===== src/rtl/phrase_sequencer.sv =====
// phrase_sequencer: plays a host-loaded phrase of phoneme codes to the speech engine over write/busy handshake
module phrase_sequencer #(
  parameter int CODE_W      = 7,
  parameter int DEPTH       = 16,
  parameter int ADDR_W      = $clog2(DEPTH),
  parameter int GAP_CYCLES  = 1024,
  parameter int ACK_TIMEOUT = 15
) (
  input  logic              clk,
  input  logic              rst_n,
  input  logic              cfg_we,
  input  logic [ADDR_W-1:0] cfg_addr,
  input  logic [CODE_W-1:0] cfg_data,
  input  logic [ADDR_W:0]   phrase_len,
  input  logic              start,
  input  logic              stop,
  input  logic              loop_en,
  output logic [CODE_W-1:0] code_out,
  output logic              code_write,
  input  logic              spk_busy,
  output logic              active,
  output logic              done,
  output logic [ADDR_W-1:0] cur_index
);
  typedef enum logic [2:0] {IDLE, ISSUE, WAIT_BUSY, WAIT_IDLE, NEXT, GAP} state_t;
  localparam logic [ADDR_W:0] MAX_LEN = (ADDR_W+1)'(DEPTH);
  state_t state, state_n;
  logic [CODE_W-1:0] mem [DEPTH];
  logic [ADDR_W-1:0] idx, idx_n;
  logic [31:0] cnt, cnt_n;
  logic [ADDR_W:0] len;
  logic done_n;
  assign len = (phrase_len > MAX_LEN) ? MAX_LEN : phrase_len;
  always_ff @(posedge clk)
    if (cfg_we) mem[cfg_addr] <= cfg_data;
  // cnt is shared: ack timeout in WAIT_BUSY, gap length in GAP; cleared on entry to either
  always_comb begin
    state_n = state;
    idx_n   = idx;
    cnt_n   = cnt + 1;
    done_n  = 1'b0;
    case (state)
      IDLE: begin
        cnt_n = '0;
        if (!stop && start) begin
          if (len != '0) begin
            state_n = ISSUE;
            idx_n   = '0;
          end else done_n = 1'b1;
        end
      end
      ISSUE: begin
        state_n = WAIT_BUSY;
        cnt_n   = '0;
      end
      WAIT_BUSY: state_n = spk_busy ? WAIT_IDLE : (cnt >= ACK_TIMEOUT - 1) ? NEXT : WAIT_BUSY;
      WAIT_IDLE: state_n = spk_busy ? WAIT_IDLE : NEXT;
      NEXT: begin
        cnt_n = '0;
        if (stop) begin
          state_n = IDLE;
          done_n  = 1'b1;
        end else if (({1'b0, idx} + 1'b1) < len) begin
          idx_n   = idx + 1'b1;
          state_n = ISSUE;
        end else if (loop_en) begin
          idx_n   = '0;
          state_n = (GAP_CYCLES > 0) ? GAP : ISSUE;
        end else begin
          state_n = IDLE;
          done_n  = 1'b1;
        end
      end
      GAP: begin
        state_n = stop ? IDLE : (cnt >= GAP_CYCLES - 1) ? ISSUE : GAP;
        done_n  = stop;
      end
      default: state_n = IDLE;
    endcase
  end
  always_ff @(posedge clk or negedge rst_n)
    if (!rst_n) begin
      state      <= IDLE;
      idx        <= '0;
      cnt        <= '0;
      code_out   <= '0;
      code_write <= 1'b0;
      active     <= 1'b0;
      done       <= 1'b0;
      cur_index  <= '0;
    end else begin
      state      <= state_n;
      idx        <= idx_n;
      cnt        <= cnt_n;
      code_write <= state == ISSUE;
      code_out   <= (state == ISSUE) ? mem[idx] : code_out;
      cur_index  <= (state == ISSUE) ? idx : cur_index;
      active     <= state_n != IDLE;
      done       <= done_n;
    end
endmodule


===== config.mk =====
export PLATFORM = sky130hd
export DESIGN_NAME = phrase_sequencer
export DESIGN_NICKNAME = d
export VERILOG_FILES = /design/src/rtl/phrase_sequencer.sv
export SDC_FILE = /design/constraint.sdc
export NUM_CORES = 1
export LEC_CHECK = 0
export ABC_AREA = 1
export CORE_UTILIZATION = 54
export CTS_CLUSTER_DIAMETER = 50
export CTS_CLUSTER_SIZE = 12
export DETAILED_ROUTE_END_ITERATION = 7
export PLACE_DENSITY_LB_ADDON = 0.08
export SLEW_MARGIN = 20
export SYNTH_ARGS = -nofsm -noshare
export SYNTH_HDL_FRONTEND = slang
export SYNTH_SLANG_ARGS = --single-unit

===== constraint.sdc =====
create_clock -name clk -period 2.2 [get_ports clk]
set_input_delay 0.44 -clock clk [delete_from_list [all_inputs] [get_ports clk]]
set_output_delay 0.44 -clock clk [all_outputs]
set_load 0.05 [all_outputs]

==> impl_metrics.env, run 1 <==
export IMPL_design_core_area_mm2=0.0139
export IMPL_route_final_wire_length_mm=18.0
export IMPL_die_h_um=121
export IMPL_number_of_design_rule_violations_left_by_the_first_detailed_router_iteration=526
export IMPL_grt_max_degree=38
export IMPL_place_gp_congestion=0.881
export IMPL_critical_path_depth_in_cells=1
export IMPL_rsz0062_at_grt="no"
export IMPL_remaining_drc_errors=0
export IMPL_crit_path_max_incr_delay_ps=820
export IMPL_crit_path_end_kind="output port"
export IMPL_fmax_mhz=482
export IMPL_clock_root_buffer="sky130_fd_sc_hd__clkbuf_16"
export IMPL_static_power_due_to_leakage_nw=3.61
export IMPL_worstSetupPathType="register to output port"
export IMPL_final_hold_violation_count=8
export IMPL_detail_route_vias_per_cell=5.40
export IMPL_synthCells=848
export IMPL_clk_pin_slew_ps=70
export IMPL_placement_rows=43
export IMPL_critical_path_n_buffers_inverters=1
export IMPL_fin_setup_tns_ps=0
export IMPL_area_growth_syn_to_layout_pct=17.1
export IMPL_crit_path_dat_ps=1630
export IMPL_drive_gt1_frac=0.0928
export IMPL_grt_use_total=0.265
export IMPL_drv_slew=0
export IMPL_fp_dieW_um=121
export IMPL_fp_dieArea_mm2=0.0147
export IMPL_path_class_of_the_lowest_slack_min_delay_path="input pin to asynchronous set/reset pin"
export IMPL_htreeDepth=4
export IMPL_timing_clock_skew_ps=7.63
export IMPL_timing_critical_path_cells="clkdlybuf4s50_1"
export IMPL_globalRouteOverflowTotal=0
export IMPL_place_hpwl_mm=12.6
export IMPL_fin_total_pwr_mw=8.09
export IMPL_drt_pass1_iter_count=8
export IMPL_worst_slew_pin_transition_ps=698
export IMPL_ir_drop_mv=0.678
export IMPL_clock_sink_count=165
export IMPL_port_buffer_count=36
export IMPL_max_slew_margin=0.533
export IMPL_starting_utilization_of_the_core_area=0.554
export IMPL_post_synthesis_net_count=878
export IMPL_critical_path_required_ps=1760
export IMPL_finalHoldWorstSlack_ps=-9.07
export IMPL_final_min_period_over_clock_period=0.942
export IMPL_grt_pass1_vias=5941
export IMPL_critPathLaunchType="register"
export IMPL_synthesis_yosys_warnings=0
export IMPL_antenna_diode_count=0
export IMPL_antenna_violating_nets_post_route=0
export IMPL_setup_violations_final=0
export IMPL_number_of_hold_buffers_added_after_cts=0
export IMPL_synthesis_area_mm2=0.00769
export IMPL_tritoncts_clock_tree="done"
export IMPL_crit_path_slowest_cell="sky130_fd_sc_hd__clkdlybuf4s50_1"
export IMPL_ys_ff_latch=165
export IMPL_failed_checks="hold timing"
export IMPL_grt_first_pass_wirelength_mm=29.0
export IMPL_synth_yosys_seq_area_share=0.610
export IMPL_antenna_found_initial=0
export IMPL_finalCriticalPeriod_ps=2070
export IMPL_synth_cell_type_count=30
export IMPL_synth_avg_cell_area_um2=9.07
export IMPL_finalNonFillerCells=1107
export IMPL_final_nets=944
export IMPL_drv_max_cap_violation_count=0
export IMPL_boundaryPins=37
export IMPL_place_ws_ps=-173
export IMPL_worstPathMaxFanout=2
export IMPL_wire_per_inst_um=16.2
export IMPL_power_density_mw_per_mm2=898
export IMPL_ctsLongestPathBuffers=2
export IMPL_critPathTopFamily="buffers and inverters"
export IMPL_dr_total_vias=5981
export IMPL_reg2regPathDepth=12
export IMPL_clock_latency_ps=430
export IMPL_setup_slack_after_layout_ps=127
export IMPL_outcome="complete, but fails checks"
export IMPL_cts_inserted_buffers=17
export IMPL_place_inst=1075
-- placed cells by master, fill, tap and decap left out, drive strengths merged --
cell type / n
nand2: 267
nor2: 142
edfxtp: 112
nand3: 95
inv: 68
dfrtp: 53
buf: 37
clkdlybuf4s50: 35
o21ai: 31
clkbuf: 18
nor3: 16
a21oi: 11
o211ai: 8
ha: 7
xor2: 6
clkinv: 6
nand4: 5
nand3b: 3
clkinvlp: 2
o21a: 1
o311ai: 1
or2: 1
o22ai: 1
bufinv: 1
-- flip-flops by register name, indices dropped and copies added, names as in the netlist --
| name | cells |
|---|---|
| code_write | 1 |
| mem | 112 |
| state | 3 |
| idx | 4 |
| cnt | 32 |
| cur_index | 4 |
| code_out | 7 |
| active | 1 |
| done | 1 |
-- kinds of logic (layout without fill, tap and decap cells) --
group / after synthesis / count (layout) / share of synthesized area
flops: 165 / 165 / 0.610
compound gates: 53 / 53 / 0.0381
buf+inv: 88 / 167 / 0.0472
fa+ha+maj: 7 / 7 / 0.0114
simple gates: 529 / 529 / 0.287
xor+xnor: 6 / 6 / 0.00683
-- metal layers --
metal  GRT usage  up-vias  part of all wire
li1            -     2937                 -
met4       0.135        0             0.032
met1       0.314     2858              0.43
met3      0.0583       36             0.039
met2       0.450      150              0.50
met5           0        -                 0
-- power breakdown --
group,switching (mW),leakage (nW),internal (mW)
Sequential,0.113,1.73,3.50
Clock,1.29,0.278,1.59
Combinational,1.10,1.60,0.492
-- final timing paths --
kind | endpoint | start | slack [ps]
worst max register to register | active$_DFF_PN0_ | idx[0]$_DFFE_PN0P_ | 140
worst max-delay path | code_out[1] | code_out[1]$_DFFE_PN0P_ | 130
worst min-delay path | done$_DFF_PN0_ | rst_n | -9
min in group clk | code_out[0]$_DFFE_PN0P_ | code_out[0]$_DFFE_PN0P_ | 480
max in group asynchronous | cnt[18]$_DFF_PN0_ | rst_n | 1640
worst min register to register | code_out[0]$_DFFE_PN0P_ | code_out[0]$_DFFE_PN0P_ | 480
-- cell usage after synthesis, drive strengths merged --
master    n  area, um2
a21oi    11       55.1
or2       1       6.26
edfxtp  112       3360
inv      62        233
clkbuf    9       33.8
nor3     16       85.1
xor2      6       52.6
o21a      1       7.51
dfrtp    53       1330
buf      16       92.6
o211ai    8       60.1
o311ai    1       8.76
o21ai    31        155
o22ai     1       6.26
ha        7       87.6
clkinv    1       3.75
nand3    95        475
nor2    142        578
nand4     5       31.3
nand3b    3       22.5
nand2   267       1010
-- timing repair --
| item | 4_1_cts | 5_1_grt |
|---|---|---|
| resized for setup | 0 | 2 |
| buffers inserted | 0 | 0 |
| endpoints found under the setup margin | 0 | 2 |
-- layout make-up --
cell class / count / area [um2]
Tap cell: 180 / 225
Fill cell: 1177 / 4870
Clock inverter: 14 / 143
Clock buffer: 18 / 429
Sequential cell: 165 / 4690
Multi-Input combinational cell: 595 / 2650
Inverter: 63 / 236
Timing Repair Buffer: 72 / 638
-- per-stage QoR --
| step | cell area (um2) | utilization |
|---|---|---|
| 2_1_floorplan | 7690 | - |
| 3_5_place_dp | 8430 | 0.607 |
| 3_3_place_gp | 8430 | 0.607 |
| 4_1_cts | 9000 | 0.648 |
| 6_report | 9010 | 0.649 |
| 5_1_grt | 9010 | 0.649 |
No activity file was read; power rests on OpenSTA's default activity.
==> inputs of run 2 (changes only) <==
- CORE_MARGIN: default -> 1.5
- CTS_BUF_LIST: default -> sky130_fd_sc_hd__clkbuf_16
- SLEW_MARGIN: 20 -> 40
==> run 2 against run 1 <==
  * The flow now finishes without violations
  * Utilization fell by 0.39 points
  * Sequential cell count did not move
  * Die area rose by 1.7%
  * Critical endpoint is now active$_DFF_PN0_
  * Clock power fell by 6.9%
  * Critical path type is now register to register
  * Worst setup slack improved by 9.6 ps
  * Combinational power barely moved
  * Register-to-register slack barely moved
==> impl_metrics.env, run 2 (synthesis gave the netlist of run 1 again) <==
export IMPL_crit_path_slowest_cell="sky130_fd_sc_hd__dfrtp_1"
export IMPL_place_gp_congestion=0.924
export IMPL_tritoncts_clock_tree="done"
export IMPL_mostFrequentLayoutCell="sky130_fd_sc_hd__nand2_1"
export IMPL_clock_sink_count=165
export IMPL_gr_max_usage_layer="met2"
export IMPL_fp_dieArea_mm2=0.0150
export IMPL_drv_max_cap_violation_count=0
export IMPL_crit_path_max_incr_delay_ps=420
export IMPL_fillers=1158
export IMPL_grt_first_pass_wirelength_mm=28.9
export IMPL_most_common_layout_cells="sky130_fd_sc_hd__nand2_1, sky130_fd_sc_hd__nor2_1, sky130_fd_sc_hd__edfxtp_1"
export IMPL_gr_usage_met1=0.321
export IMPL_finish_instance_area_mm2=0.00895
export IMPL_place_inst=1074
export IMPL_setup_slack_after_layout_ps=137
export IMPL_critical_path_most_common_cell="sky130_fd_sc_hd__nand2_1"
export IMPL_number_of_design_rule_violations_left_by_the_first_detailed_router_iteration=599
export IMPL_finalCriticalPeriod_ps=2060
export IMPL_clock_root_buffer="sky130_fd_sc_hd__clkbuf_16"
export IMPL_wire_per_inst_um=16.1
export IMPL_critical_path_required_ps=2510
export IMPL_worstSetupPathType="register to register"
export IMPL_outcome="completed"
export IMPL_grt_use_total=0.257
export IMPL_place_ws_ps=-170
export IMPL_dr_total_vias=5905
export IMPL_finalNonFillerCells=1105
export IMPL_antenna_found_initial=0
export IMPL_placement_rows=43
export IMPL_dpl_cell_area_mm2=0.00842
export IMPL_power_density_mw_per_mm2=881
export IMPL_remaining_drc_errors=0
export IMPL_largest_registers_in_the_final_layout="mem (112), cnt (32), code_out (7)"
export IMPL_area_growth_syn_to_layout_pct=16.4
export IMPL_detail_route_vias_per_cell=5.34
export IMPL_design_core_area_mm2=0.0139
export IMPL_grt_pass1_vias=5795
export IMPL_r2r_setup_slack_ps=140
export IMPL_cts_resized=0
export IMPL_register_name_with_the_most_flops="mem"
export IMPL_die_h_um=122
export IMPL_max_slew_margin=0.477
export IMPL_worst_slew_pin_transition_ps=782
export IMPL_final_nets=943
export IMPL_r2r_start="idx[0]$_DFFE_PN0P_"
export IMPL_boundaryPins=37
export IMPL_worstPathMaxFanout=4
export IMPL_antenna_violating_nets_post_route=0
export IMPL_clk_pin_slew_ps=60
export IMPL_route_final_wire_length_mm=17.8
export IMPL_timing_clock_skew_ps=7.33
export IMPL_ir_drop_mv=0.640
export IMPL_ctsLongestPathBuffers=2
export IMPL_place_hpwl_mm=12.4
export IMPL_globalRouteOverflowTotal=0
export IMPL_finalHoldWorstSlack_ps=132
export IMPL_drv_slew=0
export IMPL_groute_layer_met3_usage=0.0493
export IMPL_path_class_of_the_lowest_slack_min_delay_path="input pin to asynchronous set/reset pin"
export IMPL_largest_reg_flops=112
export IMPL_crit_path_end_kind="register"
export IMPL_static_power_due_to_leakage_nw=3.58
export IMPL_grt_max_degree=54
export IMPL_cts_inserted_buffers=17
export IMPL_critPathLaunchType="register"
export IMPL_reg2regPathDepth=12
export IMPL_setup_violations_final=0
export IMPL_timing_critical_path_cells="ha_1, xor2_2, ha_1, nand2_1, nand2_1, nand2_1, nand3_1, buf_4, nand3_1, nand2_1, nor2_1, nand2_1"
export IMPL_antenna_diode_count=0
export IMPL_endpoint_of_the_worst_register_to_register_path="active$_DFF_PN0_"
export IMPL_fp_dieW_um=122
export IMPL_starting_utilization_of_the_core_area=0.554
export IMPL_grt_met2_usage=0.446
export IMPL_port_buffer_count=36
export IMPL_drt_pass1_iter_count=5
export IMPL_fmax_mhz=485
export IMPL_htreeDepth=4
export IMPL_drive_gt1_frac=0.0886
export IMPL_post_cts_setup_buffers=0
export IMPL_final_min_period_over_clock_period=0.938
export IMPL_number_of_hold_buffers_added_after_cts=0
export IMPL_final_hold_violation_count=0
export IMPL_clock_latency_ps=420
export IMPL_crit_path_dat_ps=2370
-- run 2: final cells by class --
cell class / count / area [um2] / share of cell area
flip-flops and latches: 165 / 4690 / 0.524
multi-input cells: 595 / 2650 / 0.296
repair buffers: 71 / 631 / 0.0704
clock buffers: 17 / 425 / 0.0475
inverters: 63 / 236 / 0.0264
well taps: 180 / 225 / 0.0252
clock inverters: 14 / 100 / 0.0112
-- run 2: worst max path at each step --
stage	end	cells past startpoint	from
after floorplan	idx[1]$_DFFE_PN0P_	12	idx[3]$_DFFE_PN0P_
after global placement	active$_DFF_PN0_	15	phrase_len[1]
after detailed placement	idx[1]$_DFFE_PN0P_	14	phrase_len[1]
after CTS	cur_index[2]	1	cur_index[2]$_DFFE_PN0P_
after global routing	idx[3]$_DFFE_PN0P_	12	idx[0]$_DFFE_PN0P_
final	active$_DFF_PN0_	12	idx[0]$_DFFE_PN0P_
-- run 2: critical path, delay by kind of cell, from the launching register on --
| family | cells | cell delay (ps) |
|---|---|---|
| adders and majority gates | 2 | 570 |
| DFF | 1 | 420 |
| buffers and inverters | 1 | 160 |
| xor gates and xnor gates | 1 | 170 |
| and+or+nand+nor | 8 | 620 |
-- run 2: metal layers --
layer	vias up	share of wire
li1	2929	-
met1	2787	0.42
met2	163	0.51
met3	26	0.044
met4	0	0.024
met5	-	0
-- run 2: power by group --
group | switching [mW] | internal (mW) | total (mW)
registers | 0.110 | 3.50 | 3.61
logic | 1.10 | 0.494 | 1.60
clock network | 1.23 | 1.44 | 2.68
total | 2.45 | 5.44 | 7.89
-- run 2: per-stage QoR --
step / total power [mW] / utilization / setup TNS (ps)
5_1_grt: 8.26 / 0.645 / -2.19
3_5_place_dp: 5.28 / 0.607 / -949
2_1_floorplan: 4.71 / - / 0
3_3_place_gp: 5.24 / 0.607 / -103
6_report: 7.89 / 0.645 / 0
4_1_cts: 7.93 / 0.644 / 0
==> inputs of run 3 (changes only) <==
- PLACE_DENSITY: default -> 0.8
- PLACE_DENSITY_LB_ADDON: 0.08 -> default
- SKIP_LAST_GASP: default -> 1
==> run 3 against run 2 <==
  * The flow now finishes with violations (hold timing)
  * Sequential power barely moved
  * Combinational power is essentially flat
  * Die area unchanged
  * Cell area increased by 0.95%
  * Highest routed layer unchanged
  * Utilization increased by 0.61 points
  * Fmax down 1.7%
  * Clock skew grew 1.6 ps
  * Critical endpoint is now code_out[1]
==> impl_metrics.env, run 3 (synthesis gave the netlist of run 1 again) <==
export IMPL_outcome="complete, but fails checks"
export IMPL_timing_clock_skew_ps=8.95
export IMPL_critical_path_n_buffers_inverters=1
export IMPL_cts_resized=0
export IMPL_placement_rows=43
export IMPL_critPathLaunchType="register"
export IMPL_antenna_found_initial=0
export IMPL_final_nets=944
export IMPL_cts_inserted_buffers=17
export IMPL_number_of_design_rule_violations_left_by_the_first_detailed_router_iteration=581
export IMPL_worstPathMaxFanout=2
export IMPL_finalCriticalPeriod_ps=2100
export IMPL_area_growth_syn_to_layout_pct=17.5
export IMPL_worstSetupPathType="register to output port"
export IMPL_route_final_wire_length_mm=17.9
export IMPL_antenna_violating_nets_post_route=0
export IMPL_largest_reg_flops=112
export IMPL_boundaryPins=37
export IMPL_timing_critical_path_cells="clkdlybuf4s50_1"
export IMPL_fillers=1070
export IMPL_drv_slew=0
export IMPL_clock_latency_ps=440
export IMPL_ctsLongestPathBuffers=2
export IMPL_fp_dieW_um=122
export IMPL_place_gp_congestion=0.884
export IMPL_failed_checks="hold timing"
export IMPL_crit_path_end_kind="output port"
export IMPL_fp_dieArea_mm2=0.0150
export IMPL_crit_path_slowest_cell="sky130_fd_sc_hd__clkdlybuf4s50_1"
export IMPL_fin_setup_tns_ps=0
export IMPL_design_core_area_mm2=0.0139
export IMPL_final_min_period_over_clock_period=0.953
export IMPL_drv_max_cap_violation_count=0
export IMPL_clock_root_buffer="sky130_fd_sc_hd__clkbuf_16"
export IMPL_worst_slew_pin_transition_ps=690
export IMPL_remaining_drc_errors=0
export IMPL_globalRouteOverflowTotal=0
export IMPL_rsz0062_at_grt="no"
export IMPL_tritoncts_clock_tree="done"
export IMPL_drt_pass1_iter_count=5
export IMPL_drive_gt1_frac=0.0960
export IMPL_die_h_um=122
export IMPL_register_name_with_the_most_flops="mem"
export IMPL_ir_drop_mv=0.737
export IMPL_detail_route_vias_per_cell=5.49
export IMPL_clock_sink_count=165
export IMPL_critical_path_required_ps=1760
export IMPL_post_cts_setup_buffers=0
export IMPL_port_buffer_count=36
export IMPL_critPathTopFamily="buffers and inverters"
export IMPL_grt_first_pass_wirelength_mm=28.3
export IMPL_place_hpwl_mm=11.7
export IMPL_starting_utilization_of_the_core_area=0.554
export IMPL_place_inst=1075
export IMPL_grt_max_degree=59
export IMPL_final_hold_violation_count=7
export IMPL_antenna_diode_count=0
export IMPL_number_of_hold_buffers_added_after_cts=0
export IMPL_setup_violations_final=0
export IMPL_wire_per_inst_um=16.2
export IMPL_crit_path_max_incr_delay_ps=830
export IMPL_finalNonFillerCells=1107
export IMPL_finalHoldWorstSlack_ps=-11.0
export IMPL_crit_path_dat_ps=1660
export IMPL_dr_total_vias=6077
export IMPL_grt_use_total=0.253
export IMPL_clk_pin_slew_ps=70
export IMPL_htreeDepth=4
export IMPL_max_slew_margin=0.539
export IMPL_mostFrequentLayoutCell="sky130_fd_sc_hd__nand2_1"
export IMPL_most_common_layout_cells="sky130_fd_sc_hd__nand2_1, sky130_fd_sc_hd__nor2_1, sky130_fd_sc_hd__edfxtp_1"
export IMPL_path_class_of_the_lowest_slack_min_delay_path="input pin to asynchronous set/reset pin"
export IMPL_static_power_due_to_leakage_nw=3.62
export IMPL_fin_util=0.651
export IMPL_grt_pass1_vias=5852
export IMPL_power_density_mw_per_mm2=896
export IMPL_fmax_mhz=477
export IMPL_largest_registers_in_the_final_layout="mem (112), cnt (32), code_out (7)"
## run 3: changes by cell type in the layout (fill, tap and decap cells not counted), moves of 2 or more
cell                         before  now
sky130_fd_sc_hd__clkinv_8         0    4
sky130_fd_sc_hd__inv_8            0    3
sky130_fd_sc_hd__clkinv_1         4    2
sky130_fd_sc_hd__clkinvlp_4       3    1
## run 3: where the power goes
| group | leakage, nW | switching [mW] | internal, mW |
|---|---|---|---|
| Sequential | 1.73 | 0.120 | 3.50 |
| Clock | 0.283 | 1.37 | 1.51 |
| Combinational | 1.61 | 1.11 | 0.481 |
| Total | 3.62 | 2.61 | 5.50 |
## run 3: area by class of cell
cell class	count	area (um2)	share of cell area
timing repair buffer	72	651	0.0720
tap	180	225	0.0249
sequential	165	4690	0.519
clock buffer	17	425	0.0471
clock inverter	15	159	0.0176
multi-input combinational	595	2650	0.293
inverter	63	236	0.0262
## run 3: per-layer routing
layer | vias to the layer above | track usage | share of wire
met5 | - | 0 | 0
met4 | 0 | 0.0967 | 0.022
met3 | 43 | 0.0469 | 0.060
met2 | 235 | 0.426 | 0.49
met1 | 2868 | 0.328 | 0.42
li1 | 2931 | - | -
## run 3: path summary, 6_finish.rpt
path | from | to | slack (ps) | depth (start not counted)
max in group asynchronous | rst_n | cnt[20]$_DFF_PN0_ | 1950 | 2
max | code_out[1]$_DFFE_PN0P_ | code_out[1] | 100 | 1
min | rst_n | done$_DFF_PN0_ | -10 | 2
min reg2reg | code_out[5]$_DFFE_PN0P_ | code_out[5]$_DFFE_PN0P_ | 490 | 2
max reg2reg | idx[0]$_DFFE_PN0P_ | active$_DFF_PN0_ | 170 | 12
min in group clk | code_out[5]$_DFFE_PN0P_ | code_out[5]$_DFFE_PN0P_ | 490 | 2
## run 3: stage by stage
step	setup WS [ps]	power (mW)	instance area, um2
finish	102	8.10	9040
global route	1.27	8.43	9040
CTS	93.2	8.10	9020
detailed placement	-183	5.24	8440
global placement	-59.8	5.21	8440
floorplan	161	4.71	7690
